<file path="src/rtl/text_tile_writer_pkg.sv">
// Shared constants for the tile-BRAM text writer and the VGA renderer.
// Holds the default screen geometry, ASCII control codes, the printable
// range bounds and the writer FSM state encodings.
package text_tile_writer_pkg;

    localparam int DEFAULT_COLS = 80;   // 640 px / 8 px glyphs
    localparam int DEFAULT_ROWS = 30;   // 480 px / 16 px glyphs

    localparam logic [7:0] ASCII_BS       = 8'h08;
    localparam logic [7:0] ASCII_LF       = 8'h0A;
    localparam logic [7:0] ASCII_FF       = 8'h0C;
    localparam logic [7:0] ASCII_CR       = 8'h0D;
    localparam logic [7:0] ASCII_SPACE    = 8'h20;
    localparam logic [7:0] ASCII_PRINT_LO = 8'h20;
    localparam logic [7:0] ASCII_PRINT_HI = 8'h7E;

    typedef logic [2:0] tt_state_t;

    localparam logic [2:0] ST_IDLE    = 3'd0;
    localparam logic [2:0] ST_PUT     = 3'd1;
    localparam logic [2:0] ST_CLR_ALL = 3'd2;
    localparam logic [2:0] ST_SCRL_RD = 3'd3;
    localparam logic [2:0] ST_SCRL_WR = 3'd4;
    localparam logic [2:0] ST_CLR_ROW = 3'd5;

endpackage

</file>
<file path="src/rtl/text_tile_writer.sv">
// Scrolling text terminal front-end for the tile BRAM (port A).
// Consumes ASCII bytes over valid/ready and turns them into tile writes,
// with cursor tracking, LF/CR/BS/FF handling, full clear and one-line scroll.
//
// Ports:
//   clk, rst_n        clock, synchronous active-low reset
//   char_valid/ready  byte handshake, transfer on clk edge with both high
//   char_data         ASCII byte or control code
//   bram_we/addr      port A write enable and linear address (row*COLS+col)
//   bram_wdata        port A write data
//   bram_rdata        port A read data, one cycle after the address
//   cursor_col/row    current cursor position
//   busy              clear or scroll in progress
//
// state      | meaning
// -----------+------------------------------------------------------------
// IDLE       | ready for a byte, no write
// PUT        | single write pulse of a glyph or BS blank
// CLR_ALL    | sweep 0x20 over the whole screen, one tile per cycle
// SCRL_RD    | present source address i+COLS (read)
// SCRL_WR    | write tile i with the data just read
// CLR_ROW    | blank the last row after a scroll
module text_tile_writer
    import text_tile_writer_pkg::*;
#(
    parameter int COLS       = DEFAULT_COLS,
    parameter int ROWS       = DEFAULT_ROWS,
    parameter int ADDR_WIDTH = 13,
    parameter int DATA_WIDTH = 8
) (
    input  logic                     clk,
    input  logic                     rst_n,
    input  logic                     char_valid,
    input  logic [DATA_WIDTH-1:0]    char_data,
    output logic                     char_ready,
    output logic                     bram_we,
    output logic [ADDR_WIDTH-1:0]    bram_addr,
    output logic [DATA_WIDTH-1:0]    bram_wdata,
    input  logic [DATA_WIDTH-1:0]    bram_rdata,
    output logic [$clog2(COLS)-1:0]  cursor_col,
    output logic [$clog2(ROWS)-1:0]  cursor_row,
    output logic                     busy
);

    localparam int COL_W = $clog2(COLS);
    localparam int ROW_W = $clog2(ROWS);

    localparam logic [ADDR_WIDTH-1:0] A_ONE       = ADDR_WIDTH'(1);
    localparam logic [ADDR_WIDTH-1:0] A_COLS      = ADDR_WIDTH'(COLS);
    localparam logic [ADDR_WIDTH-1:0] A_LAST_TILE = ADDR_WIDTH'(ROWS * COLS - 1);
    localparam logic [ADDR_WIDTH-1:0] A_SCRL_LAST = ADDR_WIDTH'((ROWS - 1) * COLS - 1);
    localparam logic [ADDR_WIDTH-1:0] A_LAST_ROW  = ADDR_WIDTH'((ROWS - 1) * COLS);
    localparam logic [COL_W-1:0]      COL_ONE     = COL_W'(1);
    localparam logic [COL_W-1:0]      COL_MAX     = COL_W'(COLS - 1);
    localparam logic [ROW_W-1:0]      ROW_ONE     = ROW_W'(1);
    localparam logic [ROW_W-1:0]      ROW_MAX     = ROW_W'(ROWS - 1);
    localparam logic [DATA_WIDTH-1:0] D_SPACE     = DATA_WIDTH'(ASCII_SPACE);

    tt_state_t               state_q, state_d;
    logic                    we_q, we_d;
    logic [ADDR_WIDTH-1:0]   addr_q, addr_d;
    logic [DATA_WIDTH-1:0]   wdata_q, wdata_d;
    logic [COL_W-1:0]        col_q, col_d;
    logic [ROW_W-1:0]        row_q, row_d;
    logic [ADDR_WIDTH-1:0]   lin_q, lin_d;      // running row*COLS+col
    logic [ADDR_WIDTH-1:0]   sweep_q, sweep_d;
    logic                    pend_q, pend_d;    // printable wrapped off the last row
    logic                    ready_q, ready_d;
    logic                    busy_q, busy_d;
    logic                    accept;
    logic                    printable;

    assign accept    = char_valid & ready_q;
    assign printable = (char_data >= ASCII_PRINT_LO) && (char_data <= ASCII_PRINT_HI);

    // Outputs are set for the state being entered, so each sweep state shows
    // its own address on the port during its cycle. Clear sweeps lag by one
    // cycle so the reset image (we=0, addr=0) leads into write 0.
    always_comb begin
        state_d = state_q;
        we_d    = 1'b0;
        addr_d  = addr_q;
        wdata_d = wdata_q;
        col_d   = col_q;
        row_d   = row_q;
        lin_d   = lin_q;
        sweep_d = sweep_q;
        pend_d  = pend_q;
        ready_d = 1'b0;
        busy_d  = 1'b1;
        case (state_q)
            ST_IDLE: begin
                ready_d = 1'b1;
                busy_d  = 1'b0;
                if (accept) begin
                    ready_d = 1'b0;
                    if (printable) begin
                        we_d    = 1'b1;
                        addr_d  = lin_q;
                        wdata_d = char_data;
                        state_d = ST_PUT;
                        if (col_q == COL_MAX) begin
                            col_d = '0;
                            if (row_q == ROW_MAX) begin
                                lin_d  = A_LAST_ROW;
                                pend_d = 1'b1;
                            end else begin
                                row_d = row_q + ROW_ONE;
                                lin_d = lin_q + A_ONE;
                            end
                        end else begin
                            col_d = col_q + COL_ONE;
                            lin_d = lin_q + A_ONE;
                        end
                    end else if (char_data == ASCII_LF) begin
                        col_d = '0;
                        if (row_q == ROW_MAX) begin
                            lin_d   = A_LAST_ROW;
                            state_d = ST_SCRL_RD;
                            sweep_d = '0;
                            addr_d  = A_COLS;
                            busy_d  = 1'b1;
                        end else begin
                            row_d = row_q + ROW_ONE;
                            lin_d = lin_q - ADDR_WIDTH'(col_q) + A_COLS;
                        end
                    end else if (char_data == ASCII_CR) begin
                        col_d = '0;
                        lin_d = lin_q - ADDR_WIDTH'(col_q);
                    end else if (char_data == ASCII_BS) begin
                        if (col_q != '0) begin
                            col_d   = col_q - COL_ONE;
                            lin_d   = lin_q - A_ONE;
                            we_d    = 1'b1;
                            addr_d  = lin_q - A_ONE;
                            wdata_d = D_SPACE;
                            state_d = ST_PUT;
                        end
                    end else if (char_data == ASCII_FF) begin
                        state_d = ST_CLR_ALL;
                        sweep_d = '0;
                        busy_d  = 1'b1;
                    end
                end
            end
            ST_PUT: begin
                if (pend_q) begin
                    pend_d  = 1'b0;
                    state_d = ST_SCRL_RD;
                    sweep_d = '0;
                    addr_d  = A_COLS;
                end else begin
                    state_d = ST_IDLE;
                    ready_d = 1'b1;
                    busy_d  = 1'b0;
                end
            end
            ST_CLR_ALL: begin
                we_d    = 1'b1;
                addr_d  = sweep_q;
                wdata_d = D_SPACE;
                if (sweep_q == A_LAST_TILE) begin
                    state_d = ST_IDLE;
                    sweep_d = '0;
                    col_d   = '0;
                    row_d   = '0;
                    lin_d   = '0;
                    ready_d = 1'b1;
                    busy_d  = 1'b0;
                end else begin
                    sweep_d = sweep_q + A_ONE;
                end
            end
            ST_SCRL_RD: begin
                we_d    = 1'b1;
                addr_d  = sweep_q;
                state_d = ST_SCRL_WR;
            end
            ST_SCRL_WR: begin
                if (sweep_q == A_SCRL_LAST) begin
                    we_d    = 1'b1;
                    addr_d  = A_LAST_ROW;
                    wdata_d = D_SPACE;
                    sweep_d = A_LAST_ROW;
                    state_d = ST_CLR_ROW;
                end else begin
                    addr_d  = sweep_q + A_ONE + A_COLS;
                    sweep_d = sweep_q + A_ONE;
                    state_d = ST_SCRL_RD;
                end
            end
            ST_CLR_ROW: begin
                if (sweep_q == A_LAST_TILE) begin
                    sweep_d = '0;
                    state_d = ST_IDLE;
                    ready_d = 1'b1;
                    busy_d  = 1'b0;
                end else begin
                    we_d    = 1'b1;
                    addr_d  = sweep_q + A_ONE;
                    wdata_d = D_SPACE;
                    sweep_d = sweep_q + A_ONE;
                end
            end
            default: begin
                state_d = ST_CLR_ALL;
                sweep_d = '0;
            end
        endcase
    end

    always_ff @(posedge clk) begin
        if (!rst_n) begin
            state_q <= ST_CLR_ALL;
            we_q    <= 1'b0;
            addr_q  <= '0;
            wdata_q <= D_SPACE;
            col_q   <= '0;
            row_q   <= '0;
            lin_q   <= '0;
            sweep_q <= '0;
            pend_q  <= 1'b0;
            ready_q <= 1'b0;
            busy_q  <= 1'b1;
        end else begin
            state_q <= state_d;
            we_q    <= we_d;
            addr_q  <= addr_d;
            wdata_q <= wdata_d;
            col_q   <= col_d;
            row_q   <= row_d;
            lin_q   <= lin_d;
            sweep_q <= sweep_d;
            pend_q  <= pend_d;
            ready_q <= ready_d;
            busy_q  <= busy_d;
        end
    end

    assign char_ready = ready_q;
    assign busy       = busy_q;
    assign bram_we    = we_q;
    assign bram_addr  = addr_q;
    // During the copy the BRAM read register feeds the write port directly:
    // the tile read in SCRL_RD is on bram_rdata for the following SCRL_WR.
    assign bram_wdata = (state_q == ST_SCRL_WR) ? bram_rdata : wdata_q;
    assign cursor_col = col_q;
    assign cursor_row = row_q;

endmodule

</file>
<file path="config.mk">
export PLATFORM = sky130hd
export DESIGN_NAME = text_tile_writer
export DESIGN_NICKNAME = d
export VERILOG_FILES = /design/src/rtl/text_tile_writer_pkg.sv /design/src/rtl/text_tile_writer.sv
export SDC_FILE = /design/constraint.sdc
export NUM_CORES = 1
export LEC_CHECK = 0
export BUFFER_PORTS_ARGS = -buffer_cell sky130_fd_sc_hd__buf_2
export CAP_MARGIN = 10
export CORE_MARGIN = 2
export CORE_UTILIZATION = 59
export CTS_CLUSTER_SIZE = 25
export DETAILED_ROUTE_END_ITERATION = 7
export PLACE_DENSITY = 0.76
export SLEW_MARGIN = 20
export SYNTH_ARGS = -nofsm -noshare
export SYNTH_HDL_FRONTEND = slang
export SYNTH_SLANG_ARGS = --single-unit
</file>
<file path="constraint.sdc">
create_clock -name clk -period 3.7 [get_ports clk]
set_input_delay 0.74 -clock clk [delete_from_list [all_inputs] [get_ports clk]]
set_output_delay 0.74 -clock clk [all_outputs]
set_load 0.1 [all_outputs]
</file>
---- Yosys cells after proc, flatten, opt, wreduce, memory -nomap -nowiden ----
Index checks and enable logic that the tools add are counted.
word-level totals
  input bits .............................. 19
  bits in registers ....................... 66
  output and inout bits ................... 36
  logic and storage cells ................. 177
operators by class
  eq/ne operators ......................... 41
  reductions and logical operators ........ 16
  magnitude comparators ................... 2
  bitwise operators ....................... 2
  add/sub/neg operators ................... 9
  muxes and demuxes ....................... 96
operators by type and width
  operator                                                                 number
  13-bit 2-to-1 mux                                                        28
  13-bit case mux with 5 select lines                                      2
  8-bit 2-to-1 mux                                                         9
  7-bit 2-to-1 mux                                                         8
  8-bit by 4-bit equality test with 1-bit output, second input constant    4
  8-bit case mux with 4 select lines                                       1
  3-bit 2-to-1 mux                                                         10
  5-bit 2-to-1 mux                                                         6
  3-bit inequality test, second input constant                             10
  13-bit by 1-bit adder with 13-bit output, second input constant          2
  13-bit by 7-bit adder with 13-bit output, second input constant          2
  13-bit by 12-bit equality test with 1-bit output, second input constant  2
  13-bit case mux with 2 select lines                                      1
  8-bit AND reduction                                                      3
  1-bit 2-to-1 mux                                                         23
  5-bit inequality test, second input constant                             4
  2-bit inequality test, second input constant                             9
  4-bit inequality test, second input constant                             4
  3-bit case mux with 5 select lines                                       1
  5-bit AND reduction                                                      3
  7-bit case mux with 2 select lines                                       1
  13-bit by 1-bit subtractor with 13-bit output, second input constant     1
  13-bit by 7-bit subtractor with 13-bit output                            1
  5-bit case mux with 2 select lines                                       1
  other kinds (25)                                                         30

---- Logic depth before layout (Yosys ltp) ----
Gate-level depths: netlist (run 1).
  depth in word-level cells ............... 8
  gate-level depth with buffers ........... 14
  gate-level depth less buffers ........... 14

---- Worst setup path before layout (run 1) ----
Ideal clock, no wire load.
  kind .................................... flip-flop to flip-flop
  start ................................... register col_q[1], in the netlist cursor_col[1]
  end ..................................... register lin_q[9]
  data required time ...................... 3.569 ns
  stages on the path, launching flop included .. 11
  buffers on the path ..................... 0
  library setup time ...................... 0.131 ns
  period minus slack after synthesis ...... 3.663 ns
  data arrival time ....................... 3.532 ns
  slack ................................... 0.037 ns
  path through ............................ dfxtp_1 inv_1 fa_1 a211o_1 a211o_1 a221o_1 o31ai_2 mux2i_1 or3_1 a41oi_1 o22ai_1
on the way
  cells in the longest elaborated chain, start to end .. 7
  elaborated cells between the ends (all ways) .. 13
  classes of those cells .................. add/sub: 2; eq/ne: 2; mux: 7; reduce/logical: 2
RTL lines
  what                                           line                                              text
  start, declared                                text_tile_writer.sv:63                            logic [COL_W-1:0] col_q, col_d;
  start signal, assigned                         text_tile_writer.sv:230                           col_q <= col_d;
  13-bit by 7-bit subtractor with 13-bit output  text_tile_writer.sv:125, text_tile_writer.sv:129
  13-bit by 7-bit adder with 13-bit output       text_tile_writer.sv:125                           lin_d = lin_q - ADDR_WIDTH'(col_q) + A_COLS;
  13-bit 2-to-1 mux                              text_tile_writer.sv:117                           if (row_q == ROW_MAX) begin
  13-bit 2-to-1 mux                              text_tile_writer.sv:115                           end else if (char_data == ASCII_LF) begin
  13-bit 2-to-1 mux                              text_tile_writer.sv:97                            if (printable) begin
  13-bit 2-to-1 mux                              text_tile_writer.sv:95                            if (accept) begin
  13-bit case mux with 2 select lines            text_tile_writer.sv:91                            case (state_q)
  end signal, assigned                           text_tile_writer.sv:232                           lin_q <= lin_d;
  end, declared                                  text_tile_writer.sv:65                            logic [ADDR_WIDTH-1:0] lin_q, lin_d;
Several ways; a longest one is shown, not always the timed one. The select of a mux whose other input is x is not followed.
A chain may end at the register's enable or synchronous reset.

---- Final worst setup path (run 1) ----
  start ................................... register col_q[1], in the netlist cursor_col[1]
  end ..................................... register lin_q[4]
The elaborated chain is that of the path after synthesis.

==> results of run 1 <==
-- cells by family after synthesis --
| family | count (synthesis) |
|---|---|
| simple gates | 298 |
| compound gates | 274 |
| buf+inv | 85 |
| flops | 66 |
| xor+xnor | 44 |
| fa+ha+maj | 17 |
| mux | 14 |
-- stage by stage --
| stage | hold WS [ns] | utilization, % | instance area (um2) | setup WS [ns] |
|---|---|---|---|---|
| 3_3_place_gp | 0.443 | 64.0 | 6170 | 0.387 |
| 5_1_grt | 0.481 | 65.6 | 6330 | 0.0841 |
| 2_1_floorplan | 0.434 | - | 5780 | 0.0370 |
| 6_report | 0.457 | 65.6 | 6330 | 0.191 |
| 3_5_place_dp | 0.449 | 64.0 | 6170 | 0.302 |
| 4_1_cts | 0.460 | 65.6 | 6330 | 0.252 |
-- layer usage --
layer / vias to the layer above / routed length (um) / GRT usage, % / share of wire, %
li1: 3042 / - / - / -
met3: 47 / 1450 / 6.17 / 8.1
met1: 2947 / 7540 / 47.0 / 42
met4: 0 / 520 / 14.2 / 2.9
met5: - / 0 / 0 / 0
met2: 333 / 8320 / 55.7 / 47
-- worst max-delay path, stage by stage, from the launching register on --
cell     delay [ns]
dfxtp_1        0.35
inv_1          0.18
ha_1           0.27
or3b_4         0.41
or4_4          0.46
and3b_1        0.24
o32ai_2        0.91
buf_4          0.30
a21oi_1        0.05
o21ai_0        0.17
nor2_1         0.05
-- layout by cell type, fill, tap and decap left out, types with 9 or more instances in the layout --
cell type / synthesis / routed
nor2_1: 92 / 92
a21oi_1: 70 / 70
dfxtp_1: 66 / 66
o21ai_0: 61 / 61
nand2_1: 56 / 56
buf_2: 14 / 54
nor3_1: 29 / 29
buf_4: 1 / 29
nand3_1: 27 / 27
inv_1: 24 / 24
xnor2_1: 24 / 24
xor2_1: 20 / 20
ha_1: 16 / 16
a221oi_1: 15 / 15
a22oi_1: 13 / 13
or3_1: 12 / 12
o21a_1: 12 / 12
nand4_1: 11 / 11
nor4_1: 10 / 10
clkbuf_8: 0 / 10
o22ai_1: 9 / 9
and3_1: 9 / 9
o211ai_1: 9 / 9
-- worst paths after layout --
kind	endpoint	depth (start not counted)	slack [ns]
worst max-delay path	lin_q[4]$_SDFFE_PN0P_	10	0.19
worst min register to register	bram_addr[7]$_SDFFE_PN0P_	2	0.46
worst min-delay path	bram_addr[7]$_SDFFE_PN0P_	2	0.46
worst max register to register	lin_q[4]$_SDFFE_PN0P_	10	0.19
-- flip-flops by register name, summed over array words and instances (netlist names) --
signal,count
bram_we,1
sweep_q,13
busy,1
pend_q,1
bram_addr,13
cursor_col,7
cursor_row,5
state_q,3
wdata_q,8
lin_q,13
char_ready,1
-- power by group through the flow --
stage	clock [mW]	combinational (mW)	sequential, mW
global route	0.572	0.148	0.723
finish	0.535	0.136	0.722
CTS	0.541	0.132	0.722
global placement	0	0.130	0.738
detailed placement	0	0.132	0.738
floorplan	0	0.0752	0.752
-- layout make-up --
class | count | share of cell area (%)
Multi-Input combinational cell | 647 | 64.8
Sequential cell | 66 | 20.9
Timing Repair Buffer | 83 | 7.71
Tap cell | 133 | 2.63
Clock buffer | 11 | 2.23
Inverter | 24 | 1.42
Clock inverter | 3 | 0.277
==> results.json, run 1 <==
{
  "setup_viol": 0,
  "drv_cap": 0,
  "ys_warn_count": 0,
  "clk_latency_ns": 0.35,
  "internal_power_mw": 1.01,
  "dr.pass1.iters": 5,
  "synth.most_common_cell": "nor2_1",
  "p_leak_nw": 2.41,
  "startpoint_type": "flop",
  "drc": 0,
  "ctsHoldBuffers": 0,
  "rows": 36,
  "synthesis.nets": 834,
  "cp.arrival_ns": 3.75,
  "pwr-share-clk_pct": 38.4,
  "hold_path.startpoint": "bram_addr[7]$_SDFFE_PN0P_",
  "seqPwrFrac_pct": 51.8,
  "seqCellArea_mm2": 0.00132,
  "routedWlPerCell_um": 18.4,
  "ctsResizeCount": 0,
  "synth.distinct_cells": 84,
  "async_flop_share_pct": 0,
  "place_inst": 953,
  "synthCells": 798,
  "fin_total_pwr_mw": 1.39,
  "min_period_over_period_pct": 94.8,
  "r2r-start": "cursor_col[1]$_SDFFE_PN0P_",
  "sw_frac_of_total_pct": 27.6,
  "drive_gt1_share_pct": 16.1,
  "cts_made_buffers": 9,
  "die_h_um": 103,
  "status": "finished, final reports clean",
  "yosys-top-cells-count": "92 x nor2_1, 70 x a21oi_1, 66 x dfxtp_1",
  "fin_worst_skew_ns": 0.00908,
  "clk_path_buf_depth": 2,
  "synth-compound-area-share_pct": 31.8,
  "min_period_ns": 3.51,
  "num_vias": 6369,
  "cts_tree": "built",
  "p_switching_mw": 0.384,
  "crit_path_max_fanout": 14,
  "max_freq_mhz": 285,
  "ios": 55,
  "grt_max_degree": 46,
  "synth_edf_count": 0,
  "n_antenna_cell": 0,
  "cts_setup_buffers": 0,
  "multi_input_area_mm2": 0.00410,
  "finalHoldViolCount": 0,
  "synthSimpleGateAreaFrac_pct": 26.1,
  "cts.clk_slew.worst_paths_ns": 0.08,
  "combPwrFrac_pct": 9.7,
  "fillCellCount": 915,
  "synthMuxAreaShare_pct": 2.60,
  "path_class": "flop to flop",
  "ant_nets": 0,
  "synthToLayoutAreaGrowth_pct": 9.46,
  "ir_drop_mv": 0.205,
  "place.gp.congestion": 0.926,
  "tightest_slew_ns": 1.05,
  "synth_area_leader_cell": "dfxtp_1",
  "hpwl_um": 13100,
  "synth_top_family_by_area": "compound AO/OA/AOI/OAI gates",
  "antenna_found_initial": 0,
  "required_ns": 3.94,
  "yosysSeqAreaShare_pct": 22.9,
  "clockRootBuffer": "clkbuf_8",
  "io_buffers": 54,
  "core_mm2": 0.00964,
  "power_density_mw_per_mm2": 220,
  "synth.area.top_cells": "dfxtp_1 23%, a21oi_1 6.1%, nor2_1 6.0%",
  "final_nets": 867,
  "relSlewSlack_pct": 29.7,
  "gr-total-overflow": 0,
  "htreeDepth": 3,
  "die_area_mm2": 0.0106,
  "avgSynthCellArea_um2": 7.24,
  "rsz0062_at_grt": "no",
  "yosysTopAreaCellShare_pct": 22.9,
  "yosys.area_share.adder_pct": 3.81,
  "start_util_pct": 60.0,
  "ys_ff_latch": 66,
  "die_w_um": 103,
  "finalMaxSlewViolations": 0,
  "hp-class": "flop to flop",
  "final_cell_count_no_fill": 967,
  "grt_pass1_vias": 5877,
  "synth-xor-area-share_pct": 6.67,
  "grt_usage_pct": 35.0,
  "dr.first_iter.drc_count": 768,
  "setup_tns_ns": 0,
  "crit_path_end_kind": "flop",
  "cts.sinks": 66,
  "grt_first_pass_wirelength_um": 29600,
  "synth_flop_cell": "dfxtp_1",
  "syn_area_mm2": 0.00578,
  "crit_start": "cursor_col[1]$_SDFFE_PN0P_",
  "post_drt_via_cell_ratio": 6.59,
  "routed_wl_um": 17800
}
No activity file was read; power rests on OpenSTA's default activity.
==> inputs of run 2 (changes only) <==
--- a/config.mk
+++ b/config.mk
@@ -11,6 +11,7 @@
 export CORE_UTILIZATION = 59
 export CTS_CLUSTER_SIZE = 25
 export DETAILED_ROUTE_END_ITERATION = 7
+export GPL_TIMING_DRIVEN = 1
 export PLACE_DENSITY = 0.76
 export SLEW_MARGIN = 20
 export SYNTH_ARGS = -nofsm -noshare
==> constraint.sdc (replaced) <==
create_clock -name clk -period 3.24 [get_ports clk]
set_input_delay 0.648 -clock clk [delete_from_list [all_inputs] [get_ports clk]]
set_output_delay 0.648 -clock clk [all_outputs]
set_load 0.1 [all_outputs]
==> run 2 against run 1 <==
Count of clock-buffer cells in the layout unchanged. Highest routed layer unchanged. Sequential power increased by 14%. Worst hold slack improved by 0.0047 ns. Global-route usage decreased by 0.18 points. Clock skew about the same. Cell count increased by 1.4%. Register-to-register slack got worse by 0.05 ns. Largest cell class unchanged. Die area unchanged. Maximum frequency increased by 13%. Critical path depth increased by 2.
==> results.json, run 2 (synthesis gave the netlist of run 1 again) <==
{
  "fin_total_pwr_mw": 1.71,
  "startpoint_type": "flop",
  "num_vias": 6391,
  "required_ns": 3.50,
  "ios": 55,
  "htreeDepth": 3,
  "drv_cap": 0,
  "clk_path_buf_depth": 2,
  "fin_worst_skew_ns": 0.00919,
  "slowest_delay_ns": 0.38,
  "crit_top_cell": "a211o_1",
  "final_common_cell": "nor2_1",
  "ant_nets": 0,
  "antenna_found_initial": 0,
  "relSlewSlack_pct": 39.1,
  "cp.arrival_ns": 3.36,
  "post_drt_via_cell_ratio": 6.51,
  "power_density_mw_per_mm2": 261,
  "die_h_um": 103,
  "crit_path_max_fanout": 4,
  "clk_latency_ns": 0.36,
  "ir_drop_mv": 0.249,
  "drive_gt1_share_pct": 19.5,
  "core_mm2": 0.00964,
  "hp-class": "flop to flop",
  "cts_tree": "built",
  "place.gp.congestion": 0.954,
  "rows": 36,
  "grt_max_degree": 35,
  "routed_wl_um": 18400,
  "path_class": "flop to flop",
  "p_leak_nw": 2.52,
  "final_cell_mix": "92 x nor2_1, 70 x a21oi_1, 60 x o21ai_0, 59 x dfxtp_1, 56 x nand2_1",
  "tightest_slew_ns": 0.914,
  "stdcell_area_mm2": 0.00654,
  "min_period_ns": 3.10,
  "drc": 0,
  "die_w_um": 103,
  "cts.sinks": 66,
  "finalHoldViolCount": 0,
  "gr-total-overflow": 0,
  "status": "finished, final reports clean",
  "cts_made_buffers": 9,
  "setup_viol": 0,
  "fillCellCount": 889,
  "placed_area_mm2": 0.00628,
  "grt_pass1_vias": 5926,
  "crit_slowest_cell": "xor2_1",
  "cts.clk_slew.worst_paths_ns": 0.08,
  "min_period_over_period_pct": 95.7,
  "dr.first_iter.drc_count": 420,
  "start_util_pct": 60.0,
  "final_cell_count_no_fill": 981,
  "finalMaxSlewViolations": 0,
  "die_area_mm2": 0.0106,
  "setup_tns_ns": 0,
  "grt_first_pass_wirelength_um": 29100,
  "routedWlPerCell_um": 18.8,
  "place_inst": 965,
  "n_antenna_cell": 0,
  "io_buffers": 54,
  "synthToLayoutAreaGrowth_pct": 13.2,
  "max_freq_mhz": 323,
  "dr.pass1.iters": 5,
  "clockRootBuffer": "clkbuf_8",
  "finalWorstSetupSlack_ns": 0.141,
  "hpwl_um": 13500,
  "grt_usage_pct": 34.8,
  "ctsHoldBuffers": 0,
  "final_nets": 881,
  "crit_path_end_kind": "flop",
  "pre_cts_ws_ns": 0.0451,
  "worstPathCellList": "inv_2 > ha_4 > inv_1 > fa_2 > a211o_1 > a211o_1 > a211oi_1 > xor2_1 > nand3_1 > nor3_1 > o21ai_1 > a311oi_1"
}
## run 2: layout make-up
| type | instances | area [um2] | share of cell area [%] |
|---|---|---|---|
| timing repair buffer | 97 | 606 | 9.26 |
| tap | 133 | 166 | 2.54 |
| sequential | 66 | 1330 | 20.4 |
| multi-input combinational | 647 | 4160 | 63.5 |
| inverter | 24 | 90.1 | 1.38 |
| clock buffer | 11 | 151 | 2.31 |
| clock inverter | 3 | 40.0 | 0.612 |
## run 2: worst max-delay path: cells and delay by family (launching register included)
family | cells | cell delay [ns]
fa+ha+maj | 2 | 0.48
flops | 1 | 0.32
simple gates | 2 | 0.34
xor+xnor | 1 | 0.38
compound gates | 5 | 1.35
buf+inv | 2 | 0.13
## run 2: where the power goes
group / total (mW) / internal (mW) / switching, mW
clock network: 0.726 / 0.387 / 0.339
registers: 0.824 / 0.816 / 0.00848
logic: 0.157 / 0.0480 / 0.109
## run 2: worst paths after layout
path | start | to | slack (ns) | depth (start not counted)
setup / recovery | lin_q[0]$_SDFFE_PN0P_ | lin_q[12]$_SDFFE_PN0P_ | 0.14 | 12
hold / removal | bram_addr[4]$_SDFFE_PN0P_ | bram_addr[4]$_SDFFE_PN0P_ | 0.46 | 2
setup reg to reg | lin_q[0]$_SDFFE_PN0P_ | lin_q[12]$_SDFFE_PN0P_ | 0.14 | 12
hold reg to reg | bram_addr[4]$_SDFFE_PN0P_ | bram_addr[4]$_SDFFE_PN0P_ | 0.46 | 2
## run 2: layer usage
layer,global-route usage (%),part of all wire (%),up-vias
met4,14.2,2.2,0
li1,-,-,3067
met5,0,0,-
met3,5.36,7.2,37
met2,58.0,48,283
met1,45.0,43,3004
## run 2: through the flow
| stage | hold WS, ns | util [%] |
|---|---|---|
| 3_5_place_dp | 0.453 | 65.1 |
| 4_1_cts | 0.463 | 67.1 |
| 3_3_place_gp | 0.442 | 65.1 |
| 6_report | 0.462 | 67.9 |
| 5_1_grt | 0.484 | 67.9 |
| 2_1_floorplan | 0.434 | - |
## run 2: repair_timing
action | 4_1_cts | 5_1_grt
setup endpoints to repair | 0 | 7
resized for setup | 0 | 13
setup buffers | 0 | 2
